<file path="src/rtl/context_stack_sequencer_pkg.sv">
// Shared types for the context save/restore sequencer: FSM states and error codes.
package maku_ctx_pkg;

  typedef enum logic [2:0] {
    ST_IDLE,
    ST_SAVE,
    ST_SAVE_DRAIN,
    ST_RESTORE,
    ST_RESTORE_DRAIN,
    ST_FINISH
  } ctx_state_t;

  typedef enum logic [1:0] {
    CTX_OK  = 2'b00,
    CTX_OVF = 2'b01,
    CTX_UDF = 2'b10
  } ctx_err_t;

endpackage

</file>
<file path="src/rtl/context_stack_sequencer_if.sv">
// Bundle between the sequencer, the core's register file and its stack-controller port.
interface context_stack_sequencer_if
  import maku_ctx_pkg::*;
#(
  parameter int unsigned NUM_REGS = 16
);
  localparam int unsigned REG_AW = $clog2(NUM_REGS);
  localparam int unsigned CNT_W  = $clog2(NUM_REGS + 1);

  logic              save_req;
  logic              restore_req;
  logic              busy;
  logic              done;
  logic [1:0]        err_code;
  logic [CNT_W-1:0]  xfer_count;
  logic [REG_AW-1:0] rf_raddr;
  logic [31:0]       rf_rdata;
  logic              rf_we;
  logic [REG_AW-1:0] rf_waddr;
  logic [31:0]       rf_wdata;
  logic              stk_push;
  logic              stk_pop;
  logic [31:0]       stk_wdata;
  logic [31:0]       stk_rdata;
  logic              stk_overflow;
  logic              stk_underflow;

  modport master (
    input  save_req, restore_req, rf_rdata, stk_rdata, stk_overflow, stk_underflow,
    output busy, done, err_code, xfer_count, rf_raddr, rf_we, rf_waddr, rf_wdata,
           stk_push, stk_pop, stk_wdata
  );

  modport slave (
    output save_req, restore_req, rf_rdata, stk_rdata, stk_overflow, stk_underflow,
    input  busy, done, err_code, xfer_count, rf_raddr, rf_we, rf_waddr, rf_wdata,
           stk_push, stk_pop, stk_wdata
  );

endinterface

</file>
<file path="src/rtl/context_stack_sequencer.sv">
// Interrupt entry/exit engine: pushes NUM_REGS registers to the hardware stack on save,
// pops them back in reverse order on restore, aborting on stack overflow/underflow.
module context_stack_sequencer
  import maku_ctx_pkg::*;
#(
  parameter int unsigned NUM_REGS = 16
) (
  input logic                       clk,
  input logic                       rst_n,
  context_stack_sequencer_if.master bus
);

  localparam int unsigned REG_AW = $clog2(NUM_REGS);
  localparam int unsigned CNT_W  = $clog2(NUM_REGS + 1);
  localparam logic [REG_AW-1:0] LAST_IDX = REG_AW'(NUM_REGS - 1);

  ctx_state_t        state_q, state_d;
  logic [REG_AW-1:0] idx_q, idx_d;
  logic              strobe_q, strobe_d;
  ctx_err_t          err_q, err_d;
  logic [CNT_W-1:0]  cnt_q, cnt_d;

  logic              busy_c;
  logic              done_c;
  logic [REG_AW-1:0] rf_raddr_c;
  logic              rf_we_c;
  logic [REG_AW-1:0] rf_waddr_c;
  logic [31:0]       rf_wdata_c;
  logic              push_c;
  logic              pop_c;
  logic [31:0]       stk_wdata_c;

  always_ff @(posedge clk or negedge rst_n) begin
    if (!rst_n) begin
      state_q  <= ST_IDLE;
      idx_q    <= '0;
      strobe_q <= 1'b0;
      err_q    <= CTX_OK;
      cnt_q    <= '0;
    end else begin
      state_q  <= state_d;
      idx_q    <= idx_d;
      strobe_q <= strobe_d;
      err_q    <= err_d;
      cnt_q    <= cnt_d;
    end
  end

  // strobe_q marks a push/pop issued last cycle whose flag (or pop data) arrives now.
  always_comb begin
    state_d     = state_q;
    idx_d       = idx_q;
    strobe_d    = 1'b0;
    err_d       = err_q;
    cnt_d       = cnt_q;
    busy_c      = 1'b1;
    done_c      = 1'b0;
    rf_raddr_c  = '0;
    rf_we_c     = 1'b0;
    rf_waddr_c  = '0;
    rf_wdata_c  = '0;
    push_c      = 1'b0;
    pop_c       = 1'b0;
    stk_wdata_c = '0;

    case (state_q)
      ST_IDLE: begin
        busy_c = 1'b0;
        if (bus.save_req) begin
          state_d = ST_SAVE;
          idx_d   = '0;
          err_d   = CTX_OK;
          cnt_d   = '0;
        end else if (bus.restore_req) begin
          state_d = ST_RESTORE;
          idx_d   = LAST_IDX;
          err_d   = CTX_OK;
          cnt_d   = '0;
        end
      end

      ST_SAVE: begin
        if (bus.stk_overflow) begin
          err_d   = CTX_OVF;
          state_d = ST_FINISH;
        end else begin
          rf_raddr_c  = idx_q;
          push_c      = 1'b1;
          stk_wdata_c = bus.rf_rdata;
          strobe_d    = 1'b1;
          if (strobe_q) cnt_d = cnt_q + CNT_W'(1);
          if (idx_q == LAST_IDX) state_d = ST_SAVE_DRAIN;
          else                   idx_d   = idx_q + REG_AW'(1);
        end
      end

      ST_SAVE_DRAIN: begin
        if (bus.stk_overflow) err_d = CTX_OVF;
        else                  cnt_d = cnt_q + CNT_W'(1);
        state_d = ST_FINISH;
      end

      ST_RESTORE: begin
        if (bus.stk_underflow) begin
          err_d   = CTX_UDF;
          state_d = ST_FINISH;
        end else begin
          pop_c    = 1'b1;
          strobe_d = 1'b1;
          // Data returned now belongs to the pop issued for the previous (higher) index.
          if (strobe_q) begin
            rf_we_c    = 1'b1;
            rf_waddr_c = idx_q + REG_AW'(1);
            rf_wdata_c = bus.stk_rdata;
            cnt_d      = cnt_q + CNT_W'(1);
          end
          if (idx_q == '0) state_d = ST_RESTORE_DRAIN;
          else             idx_d   = idx_q - REG_AW'(1);
        end
      end

      ST_RESTORE_DRAIN: begin
        if (bus.stk_underflow) begin
          err_d = CTX_UDF;
        end else begin
          rf_we_c    = 1'b1;
          rf_waddr_c = idx_q;
          rf_wdata_c = bus.stk_rdata;
          cnt_d      = cnt_q + CNT_W'(1);
        end
        state_d = ST_FINISH;
      end

      ST_FINISH: begin
        done_c  = 1'b1;
        state_d = ST_IDLE;
      end

      default: state_d = ST_IDLE;
    endcase
  end

  assign bus.busy       = busy_c;
  assign bus.done       = done_c;
  assign bus.err_code   = err_q;
  assign bus.xfer_count = cnt_q;
  assign bus.rf_raddr   = rf_raddr_c;
  assign bus.rf_we      = rf_we_c;
  assign bus.rf_waddr   = rf_waddr_c;
  assign bus.rf_wdata   = rf_wdata_c;
  assign bus.stk_push   = push_c;
  assign bus.stk_pop    = pop_c;
  assign bus.stk_wdata  = stk_wdata_c;

endmodule

</file>
<file path="src/flat_wrapper.sv">
// flat-port wrapper written by rule: the top's interface ports become plain ports
module context_stack_sequencer_flat import maku_ctx_pkg::*;
#(
  parameter int unsigned NUM_REGS = 16
)
  (clk, rst_n, bus_save_req, bus_restore_req, bus_rf_rdata, bus_stk_rdata, bus_stk_overflow, bus_stk_underflow, bus_busy, bus_done, bus_err_code, bus_xfer_count, bus_rf_raddr, bus_rf_we, bus_rf_waddr, bus_rf_wdata, bus_stk_push, bus_stk_pop, bus_stk_wdata);
  context_stack_sequencer_if #(.NUM_REGS(NUM_REGS)) bus_i ();
  input logic clk;
  input logic rst_n;
  input wire logic [$bits(bus_i.save_req)-1:0] bus_save_req;
  input wire logic [$bits(bus_i.restore_req)-1:0] bus_restore_req;
  input wire logic [$bits(bus_i.rf_rdata)-1:0] bus_rf_rdata;
  input wire logic [$bits(bus_i.stk_rdata)-1:0] bus_stk_rdata;
  input wire logic [$bits(bus_i.stk_overflow)-1:0] bus_stk_overflow;
  input wire logic [$bits(bus_i.stk_underflow)-1:0] bus_stk_underflow;
  output wire logic [$bits(bus_i.busy)-1:0] bus_busy;
  output wire logic [$bits(bus_i.done)-1:0] bus_done;
  output wire logic [$bits(bus_i.err_code)-1:0] bus_err_code;
  output wire logic [$bits(bus_i.xfer_count)-1:0] bus_xfer_count;
  output wire logic [$bits(bus_i.rf_raddr)-1:0] bus_rf_raddr;
  output wire logic [$bits(bus_i.rf_we)-1:0] bus_rf_we;
  output wire logic [$bits(bus_i.rf_waddr)-1:0] bus_rf_waddr;
  output wire logic [$bits(bus_i.rf_wdata)-1:0] bus_rf_wdata;
  output wire logic [$bits(bus_i.stk_push)-1:0] bus_stk_push;
  output wire logic [$bits(bus_i.stk_pop)-1:0] bus_stk_pop;
  output wire logic [$bits(bus_i.stk_wdata)-1:0] bus_stk_wdata;
  assign bus_i.save_req = bus_save_req;
  assign bus_i.restore_req = bus_restore_req;
  assign bus_i.rf_rdata = bus_rf_rdata;
  assign bus_i.stk_rdata = bus_stk_rdata;
  assign bus_i.stk_overflow = bus_stk_overflow;
  assign bus_i.stk_underflow = bus_stk_underflow;
  assign bus_busy = bus_i.busy;
  assign bus_done = bus_i.done;
  assign bus_err_code = bus_i.err_code;
  assign bus_xfer_count = bus_i.xfer_count;
  assign bus_rf_raddr = bus_i.rf_raddr;
  assign bus_rf_we = bus_i.rf_we;
  assign bus_rf_waddr = bus_i.rf_waddr;
  assign bus_rf_wdata = bus_i.rf_wdata;
  assign bus_stk_push = bus_i.stk_push;
  assign bus_stk_pop = bus_i.stk_pop;
  assign bus_stk_wdata = bus_i.stk_wdata;
  context_stack_sequencer #(.NUM_REGS(NUM_REGS)) u_core (.clk(clk), .rst_n(rst_n), .bus(bus_i));
endmodule
</file>
<file path="config.mk">
export PLATFORM = sky130hd
export DESIGN_NAME = context_stack_sequencer_flat
export DESIGN_NICKNAME = d
export VERILOG_FILES = /design/src/rtl/context_stack_sequencer_pkg.sv /design/src/rtl/context_stack_sequencer_if.sv /design/src/rtl/context_stack_sequencer.sv /design/src/flat_wrapper.sv
export SDC_FILE = /design/constraint.sdc
export NUM_CORES = 1
export LEC_CHECK = 0
export BUFFER_PORTS_ARGS = -buffer_cell sky130_fd_sc_hd__buf_2
export CORE_AREA = 8 8 78 80
export CTS_CLUSTER_SIZE = 8
export DETAILED_ROUTE_END_ITERATION = 8
export DIE_AREA = 0 0 86 88
export PLACE_DENSITY_LB_ADDON = 0.3
export RECOVER_POWER = 100
export SETUP_SLACK_MARGIN = 0.02
export SLEW_MARGIN = 20
export SYNTH_ARGS = -nofsm -noshare
export SYNTH_HDL_FRONTEND = slang
export SYNTH_SLANG_ARGS = --single-unit
</file>
<file path="constraint.sdc">
create_clock -name clk -period 1.9 [get_ports clk]
set_clock_uncertainty 0.1 [all_clocks]
set_input_delay 0.095 -clock clk [delete_from_list [all_inputs] [get_ports clk]]
set_output_delay 0.095 -clock clk [all_outputs]
set_load 0.01 [all_outputs]
</file>
Word-level counts from Yosys, hierarchy flattened
Index checks and enable logic that the tools add are counted.
{"block": "word_totals", "reg_bits": 15, "in_bits": 70, "output_inout_bits": 84, "elab_cells": 86}
{"block": "classes", "add_sub_neg": 3, "eq_ne": 17, "mux": 49, "reduce_logical": 12}
{"op": "32-bit two-way mux", "n": 5}
{"op": "32-bit one-hot mux with 2 select lines", "n": 1}
{"op": "4-bit two-way mux", "n": 11}
{"op": "5-bit two-way mux", "n": 7}
{"op": "5-bit one-hot mux with 5 select lines", "n": 1}
{"op": "3-bit two-way mux", "n": 6}
{"op": "2-bit != test, second input constant", "n": 6}
{"op": "3-bit one-hot mux with 4 select lines", "n": 1}
{"op": "4-bit one-hot mux with 3 select lines", "n": 1}
{"op": "6-bit AND reduction", "n": 2}
{"op": "1-bit two-way mux", "n": 8}
{"op": "2-bit two-way mux", "n": 4}
{"op": "4-bit one-hot mux with 2 select lines", "n": 1}
{"op": "3-bit by 2-bit == test with 1-bit output, second input constant", "n": 2}
{"op": "3-bit == test, second input constant", "n": 2}
{"op": "3-bit by 2-bit != test with 1-bit output, second input constant", "n": 2}
{"op": "2-bit one-hot mux with 3 select lines", "n": 1}
{"op": "3-bit nonzero test", "n": 2}
{"op": "2-bit OR reduction", "n": 3}
{"op": "5-bit by 1-bit adder with 5-bit output, second input constant", "n": 1}
{"op": "5-bit nonzero test", "n": 1}
{"op": "4-bit by 1-bit adder with 4-bit output, second input constant", "n": 1}
{"op": "4-bit == test, second input constant", "n": 1}
{"op": "4-bit zero test", "n": 1}
{"op": "other kinds (8)", "n": 10}

Depth between registers and ports, before layout
Gate-level depths: netlist of run 1.
{"block": "logic_depth", "depth_word": 4, "ltp_mapped": 7, "depth_no_buf": 7}

Least setup slack after synthesis of run 1
Ideal clock, no wire load.
{"block": "synth_path", "path_type": "register to register", "startpoint": "reg u_core.state_q[1]", "endpoint": "reg u_core.cnt_q[3], in the netlist u_core.bus.xfer_count[3]", "setup_time_ns": 0.127, "arrival_ns": 1.614, "setup_slack_ns": 0.059, "path_stages_with_launch": 7, "path_cell_list": "dfrtp_1 -> or4_4 -> o22ai_2 -> a21o_1 -> buf_6 -> mux2i_1 -> o21ai_1"}
{"block": "synth_via", "elab_chain_cells": 3}
{"item": "start: declaration", "line_no": "context_stack_sequencer.sv:17", "text": "ctx_state_t state_q, state_d;"}
{"item": "start signal: assignment", "line_no": "context_stack_sequencer.sv:41", "text": "state_q <= state_d;"}
{"item": "3-bit by 1-bit == test with 1-bit output, or another cell as far along", "line_no": "context_stack_sequencer.sv:66", "text": "case (state_q)"}
{"item": "5-bit nonzero test (no source line), or another cell as far along"}
{"item": "6-bit AND reduction (no source line)"}
{"item": "end signal: assignment", "line_no": "context_stack_sequencer.sv:45", "text": "cnt_q <= cnt_d;"}
{"item": "end: declaration", "line_no": "context_stack_sequencer.sv:21", "text": "logic [CNT_W-1:0] cnt_q, cnt_d;"}
Several ways; a longest one is shown, not always the timed one.
A chain may end at the register's enable or synchronous reset.

Worst setup path after layout of run 1
{"block": "layout_path", "startpoint": "reg u_core.state_q[1]", "endpoint": "reg u_core.idx_q[3]"}
{"block": "layout_via", "elab_chain_cells": 3}
{"item": "3-bit by 2-bit == test with 1-bit output, or another cell as far along", "line_no": "context_stack_sequencer.sv:66"}
{"item": "2-bit != test (no source line), or another cell as far along"}
{"item": "6-bit AND reduction (no source line)"}
{"item": "end signal: assignment", "line_no": "context_stack_sequencer.sv:42", "text": "idx_q <= idx_d;"}
{"item": "end: declaration", "line_no": "context_stack_sequencer.sv:18", "text": "logic [REG_AW-1:0] idx_q, idx_d;"}
Several ways; a longest one is shown, not always the timed one.

==> results of run 1 <==
-- kinds of logic (layout without fill, tap and decap cells) --
logic type	count (synthesis)	after routing	synth area share
muxes	3	3	0.0279
xor gates and xnor gates	3	3	0.0167
DFF	15	15	0.239
buffers and inverters	23	220	0.0661
AOI/OAI and AO/OA	40	40	0.167
adders and majority gates	5	5	0.0382
and+or+nand+nor	123	123	0.445
-- routing by layer --
layer | share of wire | vias up | GRT usage
li1 | - | 1100 | -
met1 | 0.31 | 1112 | 0.186
met2 | 0.54 | 151 | 0.358
met3 | 0.11 | 33 | 0.0844
met4 | 0.037 | 0 | 0.0987
met5 | 0 | - | 0
-- worst max-delay path: cells and delay by family (launching register included) --
| family | cells | cell delay [ns] |
|---|---|---|
| simple gates | 2 | 0.61 |
| compound gates | 3 | 0.46 |
| flops | 1 | 0.44 |
| buf+inv | 3 | 0.38 |
-- per-stage QoR --
stage           util  setup WS [ns]  power (mW)
5_1_grt        0.697         -0.238        4.93
3_5_place_dp   0.524        -0.0400        3.09
6_report       0.697         -0.194        4.64
4_1_cts        0.614         -0.148        3.94
2_1_floorplan      -         0.0593        2.05
3_3_place_gp   0.524       0.000460        3.05
-- worst paths after layout --
path | to | slack [ns]
max in group asynchronous | u_core.state_q[1] | 0.72
worst max-delay path | u_core.idx_q[3] | -0.19
worst max register to register | u_core.idx_q[3] | -0.19
min in group asynchronous | u_core.bus.xfer_count[1] | 0.38
worst min register to register | u_core.bus.err_code[0] | 0.43
worst min-delay path | u_core.idx_q[3] | 0.12
-- power by group through the flow --
stage / registers [mW] / clock network, mW / logic, mW
6_report: 0.662 / 0.274 / 3.71
5_1_grt: 0.677 / 0.296 / 3.96
4_1_cts: 0.623 / 0.279 / 3.04
3_5_place_dp: 0.637 / 0 / 2.46
3_3_place_gp: 0.632 / 0 / 2.42
2_1_floorplan: 0.617 / 0 / 1.43
-- flip-flops by register name, summed over array words and instances, names as in the netlist --
name                   cells
u_core.strobe_q            1
u_core.bus.err_code        2
u_core.bus.xfer_count      5
u_core.state_q             3
u_core.idx_q               4
-- Yosys cell counts (2+ instances only) --
master | instances | area share
and2_1 | 65 | 0.26
nand2_1 | 19 | 0.045
nor2_1 | 16 | 0.038
dfrtp_1 | 15 | 0.24
a21oi_1 | 11 | 0.035
clkbuf_1 | 8 | 0.019
o21ai_0 | 8 | 0.025
inv_1 | 6 | 0.014
buf_2 | 5 | 0.016
nand3_1 | 5 | 0.016
ha_1 | 4 | 0.032
o21ai_1 | 4 | 0.013
a21o_1 | 3 | 0.014
nor3_1 | 3 | 0.0096
a31oi_1 | 2 | 0.0080
inv_2 | 2 | 0.0048
or3_1 | 2 | 0.0080
or4_4 | 2 | 0.014
xor2_1 | 2 | 0.011
-- repair_timing --
action,CTS,global route
hold buffers,1,0
hold endpoints to repair,15,0
pin swaps,12,34
setup buffers,9,14
resized for setup,68,90
cloned,6,0
endpoints found under the setup margin,80,87
-- layout make-up --
type / count / share of cell area
multi-input cells: 174 / 0.392
flip-flops and latches: 15 / 0.110
inverters: 8 / 0.0110
well taps: 70 / 0.0256
clock buffers: 3 / 0.0121
repair buffers: 208 / 0.448
clock inverters: 1 / 0.00146
==> reports/summary.txt, run 1 <==
Wire per inst -> 19.5 um
Psw -> 2.07 mW
Slowest CP cell -> or4_4
Worst Reg-to-Reg Cells -> 8
Setup ws final -> -0.194 ns
Synth Flop Type -> dfrtp_1
Max-cap violation count -> 0
Rows -> 26
Hold Path Stages -> 3
Die Area -> 7570 um2
Drt via density -> 5.00
Ant. Diodes -> 0
Skew-Pair Late Insertion Delay -> 0.25 ns
Leakage power total -> 1.81 nW
Max incr delay on CP -> 0.56 ns
Chip Width -> 86 um
Fin. Hold Viols -> 0
GP Congestion -> 0.842
H-tree Lvls -> 1
Count of flip-flops with a built-in enable after synthesis -> 0
Reg2reg start -> u_core.state_q[1]
Sequential share of power -> 0.143
Crit path from -> u_core.state_q[1]
Rel. slew slack -> 0.411
Clk root buf -> clkbuf_8
TritonCTS clock tree -> yes
Slew @ Worst Pin -> 0.883 ns
HP Start -> bus_save_req
Largest net degree at the start of global routing -> 18
Core Region -> 4910 um2
Fmax -> 0.478 GHz
CP arrival -> 2.13 ns
Final #Nets -> 484
Final ANT Viol Nets -> 0
Final Cell Area -> 3420 um2
Flops & latches, synth -> 15
# DRC -> 0
Gr ovfl total -> 0
Violated checks -> setup timing
First-pass GRT wire length -> 11900 um
Setup TNS -> -7.13 ns
Pwr dens -> 1360 nW/um2
Drt first-iter violations -> 127
Syn Nets -> 286
Yosys cell types -> 49
Placed cell areas -> 2570 um2
Worst-path clk slew -> 0.07 ns
Critical path's most frequent cell -> buf_6
Switching power share of the total -> 0.446
Most common cell after layout, fill and taps aside -> buf_2
Num Clock Sinks -> 15
Min cycle time layout -> 2.09 ns
Vias -> 2396
Area of the mapped netlist -> 1570 um2
Setup-failing EPs final -> 80
Status -> finished, violations left
Internal -> 2.57 mW
CP Max Fanout -> 3
Fin crit share -> 1.10
Crit path required time -> 1.94 ns
Total Routing Usage GR -> 0.197
Final Slew Violations -> 0
Async set-reset flop share out of synthesis -> 1.00
Starting Density -> 0.320
Layout cells sized above 1 -> 0.670
Crit Path Category -> reg2reg
Nature of the critical path startpoint -> register
Post-synthesis sequential area ratio -> 0.239
Synthesis-to-layout area growth -> 118%
# fillers -> 364
Gate power share -> 0.798
Total wire length -> 9330 um
YS warnings -> 0
Hold Crit Class -> in2reg
First-pass DRT Iterations -> 4
Commonest non-fill, non-tap cells in the layout -> buf_2 (103), buf_6 (56), and2_4 (35)
Placed cell count -> 448
Final hold slack -> 0.122 ns
Ports -> 154
Number of global-route vias before repair -> 2452
CP Cell Sequence -> buf_6 -> or4_4 -> o22ai_4 -> buf_4 -> buf_6 -> nor2_1 -> a21oi_1 -> a21oi_2
Peak supply drop -> 548 uV
Footprint of the multi-input gates -> 1340 um2
Non-Filler Instances -> 479
Area occupied by registers -> 378 um2
CTS max path bufs -> 2
Die height -> 88 um
Initial antenna violation count -> 0
Mean Syn Cell Area -> 7.41 um2
CTS Buf Count -> 3
RSZ-0062 raised after global routing -> true
Critical Path Sink Type -> register
Port bufs -> 153
Cells after Synth -> 212
Post-DP HPWL -> 5990 um
Clock Power Share -> 0.059
No activity file was read; power rests on OpenSTA's default activity.
==> run 2, diff against run 1 <==
- CAP_MARGIN: default -> 40
- RECOVER_POWER: 100 -> 50
==> reports/summary.txt, run 2 (synthesis results as in run 1) <==
CTS Buf Count -> 3
Wire per inst -> 19.5 um
First-pass DRT Iterations -> 4
Pwr dens -> 1360 nW/um2
Status -> finished, violations left
Max-cap violation count -> 0
Drt first-iter violations -> 148
TritonCTS clock tree -> yes
Min cycle time layout -> 2.10 ns
Ports -> 154
Final ANT Viol Nets -> 0
Clock Power Share -> 0.059
Total Routing Usage GR -> 0.197
Starting Density -> 0.320
Rows -> 26
Post-DP HPWL -> 5990 um
Leakage power total -> 1.85 nW
Port bufs -> 153
H-tree Lvls -> 1
Synthesis-to-layout area growth -> 119%
Hold Path Stages -> 3
Vias -> 2389
Core Region -> 4910 um2
Reg-to-Reg End -> u_core.idx_q[3]
Final #Nets -> 484
Setup ws final -> -0.198 ns
Hold EP -> u_core.idx_q[3]
HP Start -> bus_save_req
Peak supply drop -> 552 uV
Worst-path clk slew -> 0.07 ns
Number of global-route vias before repair -> 2452
Flop2flop setup slack -> -0.20 ns
Final Slew Violations -> 0
CTS max path bufs -> 2
GP Congestion -> 0.842
Setup TNS -> -7.55 ns
Num Clock Sinks -> 15
CP Max Fanout -> 3
Die Area -> 7570 um2
Hold Crit Class -> in2reg
# fillers -> 355
Skew-Pair Late Insertion Delay -> 0.25 ns
Fin crit share -> 1.10
Psw -> 2.07 mW
Drt via density -> 4.99
Initial antenna violation count -> 0
Max reg flops -> 5
CP arrival -> 2.13 ns
Commonest non-fill, non-tap cells in the layout -> buf_2 (114), buf_6 (57), and2_4 (35)
Clk root buf -> clkbuf_8
Largest net degree at the start of global routing -> 18
Rel. slew slack -> 0.398
Reg2reg start -> u_core.state_q[1]
Die height -> 88 um
Internal -> 2.60 mW
Worst Reg-to-Reg Cells -> 8
Setup-failing EPs final -> 78
Total wire length -> 9340 um
Violated checks -> setup timing
Gr ovfl total -> 0
Slew @ Worst Pin -> 0.904 ns
Nature of the critical path startpoint -> register
Fin. Hold Viols -> 0
Fmax -> 0.477 GHz
Switching power share of the total -> 0.444
Crit Path Category -> reg2reg
Sequential share of power -> 0.141
RSZ-0062 raised after global routing -> true
# DRC -> 0
Crit path required time -> 1.94 ns
Pwr Total -> 4.67 mW
Ant. Diodes -> 0
Most common cell after layout, fill and taps aside -> buf_2
Critical Path Sink Type -> register
First-pass GRT wire length -> 11900 um
Chip Width -> 86 um
Gate power share -> 0.800
Layout cells sized above 1 -> 0.694
==> run 2: layout make-up <==
cell class / instances / area, um2 / share of cell area
clock inverters: 1 / 5.00 / 0.00145
inverters: 8 / 37.5 / 0.0109
well taps: 70 / 87.6 / 0.0254
multi-input cells: 174 / 1350 / 0.391
clock buffers: 3 / 41.3 / 0.0120
repair buffers: 208 / 1550 / 0.450
flip-flops and latches: 15 / 378 / 0.110
==> run 2: worst max-delay path: stages (launching register included) <==
cell and delay [ns]:
dfrtp_2 0.44, buf_6 0.13, or4_4 0.56, o22ai_4 0.20, buf_4 0.15, buf_6 0.10, nor2_1 0.05, a21oi_1 0.20
a21oi_2 0.06
==> run 2: how the worst max path moves through the flow <==
stage | startpoint | endpoint | slack (ns) | cells past startpoint
after floorplan | u_core.state_q[1] | u_core.bus.xfer_count[3] | 0.06 | 6
after global placement | u_core.state_q[1] | u_core.bus.xfer_count[0] | 0.0005 | 6
after detailed placement | u_core.state_q[1] | u_core.idx_q[1] | -0.04 | 7
after CTS | u_core.state_q[1] | bus_stk_wdata[10] | -0.15 | 8
after global routing | u_core.state_q[0] | u_core.idx_q[3] | -0.24 | 8
final | u_core.state_q[1] | u_core.idx_q[3] | -0.20 | 8
==> run 2: per-layer routing <==
layer / up-vias / wire length, um / track usage
met5: - / 0 / 0
met4: 0 / 310 / 0.0987
met1: 1118 / 3020 / 0.186
li1: 1104 / - / -
met3: 29 / 894 / 0.0844
met2: 138 / 5110 / 0.358
==> run 2: metrics by stage <==
| stage | instances | hold slack, ns | worst slack (ns) | instance area (um2) | utilization |
|---|---|---|---|---|---|
| floorplan | 212 | -0.301 | 0.0593 | 1570 | - |
| global placement | 448 | -0.0787 | 0.000460 | 2570 | 0.524 |
| detailed placement | 448 | -0.0725 | -0.0400 | 2570 | 0.524 |
| CTS | 468 | 0.106 | -0.148 | 3020 | 0.614 |
| global route | 479 | 0.129 | -0.238 | 3440 | 0.701 |
| finish | 479 | 0.124 | -0.198 | 3440 | 0.701 |
==> run 2: power groups by stage <==
stage	combinational (mW)	sequential, mW	clock (mW)
finish	3.74	0.660	0.274
global route	3.98	0.675	0.296
CTS	3.04	0.623	0.279
detailed placement	2.46	0.637	0
global placement	2.42	0.632	0
floorplan	1.43	0.617	0
==> run 2: timing repair <==
| item | 4_1_cts | 5_1_grt |
|---|---|---|
| endpoints found under the hold margin | 15 | 0 |
| pin swaps | 12 | 34 |
| setup buffers | 9 | 14 |
| gates resized for setup | 68 | 90 |
| endpoints found under the setup margin | 80 | 87 |
| hold buffers | 1 | 0 |
| cloned | 6 | 0 |
==> run 3, diff against run 2 <==
- ABC_CLOCK_PERIOD_IN_PS: default -> 1900
- PLACE_DENSITY: default -> 0.75
- PLACE_DENSITY_LB_ADDON: 0.3 -> default
==> reports/summary.txt, run 3 (synthesis results as in run 1) <==
Final #Nets -> 480
Peak supply drop -> 530 uV
Nature of the critical path startpoint -> register
First-pass GRT wire length -> 11700 um
CTS max path bufs -> 2
Number of global-route vias before repair -> 2347
Most common cell after layout, fill and taps aside -> buf_2
Gate power share -> 0.791
Status -> finished, violations left
Total wire length -> 8700 um
Rows -> 26
Switching power share of the total -> 0.446
Layout cells sized above 1 -> 0.672
Max reg flops -> 5
Placement Setup Slack -> -0.0743 ns
Rel. slew slack -> 0.381
Total Routing Usage GR -> 0.193
TritonCTS clock tree -> yes
Crit path required time -> 1.95 ns
H-tree Lvls -> 1
Ant. Diodes -> 0
CP delay by family, top -> compound AO/OA/AOI/OAI gates
Max incr delay on CP -> 0.40 ns
Min cycle time layout -> 2.06 ns
Fmax -> 0.485 GHz
CP Max Fanout -> 6
Core Region -> 4910 um2
Drt via density -> 4.88
Setup TNS -> -5.35 ns
CP Cell Sequence -> buf_6 -> buf_6 -> buf_6 -> nor4bb_1 -> a211o_1 -> nor3_4 -> o211a_1 -> a21oi_2
Flop2flop setup slack -> -0.16 ns
Port bufs -> 153
CTS Buf Count -> 3
Setup ws final -> -0.160 ns
Largest net degree at the start of global routing -> 18
Critical Path Sink Type -> register
Gr ovfl total -> 0
Crit Path Category -> reg2reg
Hold Crit Class -> in2reg
First-pass DRT Iterations -> 4
Starting Density -> 0.320
Psw -> 2.00 mW
Initial antenna violation count -> 0
Ports -> 154
Final Slew Violations -> 0
Internal -> 2.48 mW
GP Congestion -> 0.863
Commonest non-fill, non-tap cells in the layout -> buf_2 (114), buf_6 (49), and2_4 (34)
Skew-Pair Late Insertion Delay -> 0.25 ns
Final ANT Viol Nets -> 0
Die height -> 88 um
Slowest CP cell -> dfrtp_1
Critical path's most frequent cell -> buf_6
Vias -> 2318
# DRC -> 0
Slew @ Worst Pin -> 0.929 ns
Buf+Inv Stages, Crit Path -> 3
Chip Width -> 86 um
Post-DP HPWL -> 5790 um
Fin crit share -> 1.08
Fin. Hold Viols -> 0
Setup-failing EPs final -> 75
Num Clock Sinks -> 15
Synthesis-to-layout area growth -> 114%
Clock Power Share -> 0.061
Worst-path clk slew -> 0.07 ns
RSZ-0062 raised after global routing -> true
Max-cap violation count -> 0
Drt first-iter violations -> 163
CP arrival -> 2.11 ns
Violated checks -> setup timing
Clk root buf -> clkbuf_8
Die Area -> 7570 um2
Wire per inst -> 18.3 um
Leakage power total -> 1.81 nW
Sequential share of power -> 0.148
Pwr dens -> 1330 nW/um2
-- run 3: cell count changes in the layout (fill, tap and decap cells not counted), sizes merged --
cell / change
buf: -7
clkbuf: +3
-- run 3: repair_timing --
item,CTS,global route
setup endpoints to repair,80,86
hold endpoints to repair,15,0
pin swaps,20,21
setup buffers,15,9
resized for setup,66,78
gates cloned,6,2
hold buffers,1,0
-- run 3: power by group through the flow --
stage          Combinational [mW]  Clock (mW)  Sequential [mW]
3_3_place_gp                 2.27           0            0.630
2_1_floorplan                1.43           0            0.617
6_report                     3.54       0.275            0.662
4_1_cts                      2.99       0.281            0.636
3_5_place_dp                 2.32           0            0.641
5_1_grt                      3.78       0.293            0.684
-- run 3: metal layers --
layer	global-route usage	up-vias	share of wire
li1	-	1089	-
met2	0.362	125	0.53
met1	0.205	1085	0.37
met3	0.0544	19	0.077
met5	0	-	0
met4	0.0525	0	0.022
-- run 3: stage by stage --
stage               hold WS (ns)  utilization  total power, mW  area (um2)  instances
finish                    0.0622        0.684             4.48        3360        475
floorplan                 -0.301            -             2.05        1570        212
detailed placement       -0.0656        0.513             2.97        2520        441
CTS                       0.0580        0.613             3.91        3010        467
global route               0.108        0.684             4.75        3360        475
global placement         -0.0727        0.513             2.90        2520        441
-- run 3: final cells by class --
cell class	instances	area, um2
Clock buffer	3	41.3
Clock inverter	1	5.00
Fill cell	357	1550
Inverter	8	35.0
Multi-Input combinational cell	174	1320
Sequential cell	15	377
Tap cell	70	87.6
Timing Repair Buffer	204	1500
-- run 3: worst paths after layout --
path	from	to	depth (start not counted)
setup reg to reg	u_core.state_q[1]	u_core.idx_q[0]	8
min in group asynchronous	rst_n	u_core.idx_q[0]	2
setup / recovery	u_core.state_q[1]	u_core.idx_q[0]	8
hold / removal	bus_save_req	u_core.idx_q[3]	3
hold reg to reg	u_core.bus.err_code[0]	u_core.bus.err_code[0]	1
max in group asynchronous	rst_n	u_core.state_q[2]	2
-- run 3: worst register-to-register path, stage by stage, from the launching register on --
cell	delay, ns
dfrtp_1	0.40
buf_6	0.13
buf_6	0.13
buf_6	0.13
nor4bb_1	0.13
a211o_1	0.35
nor3_4	0.33
o211a_1	0.22
a21oi_2	0.04
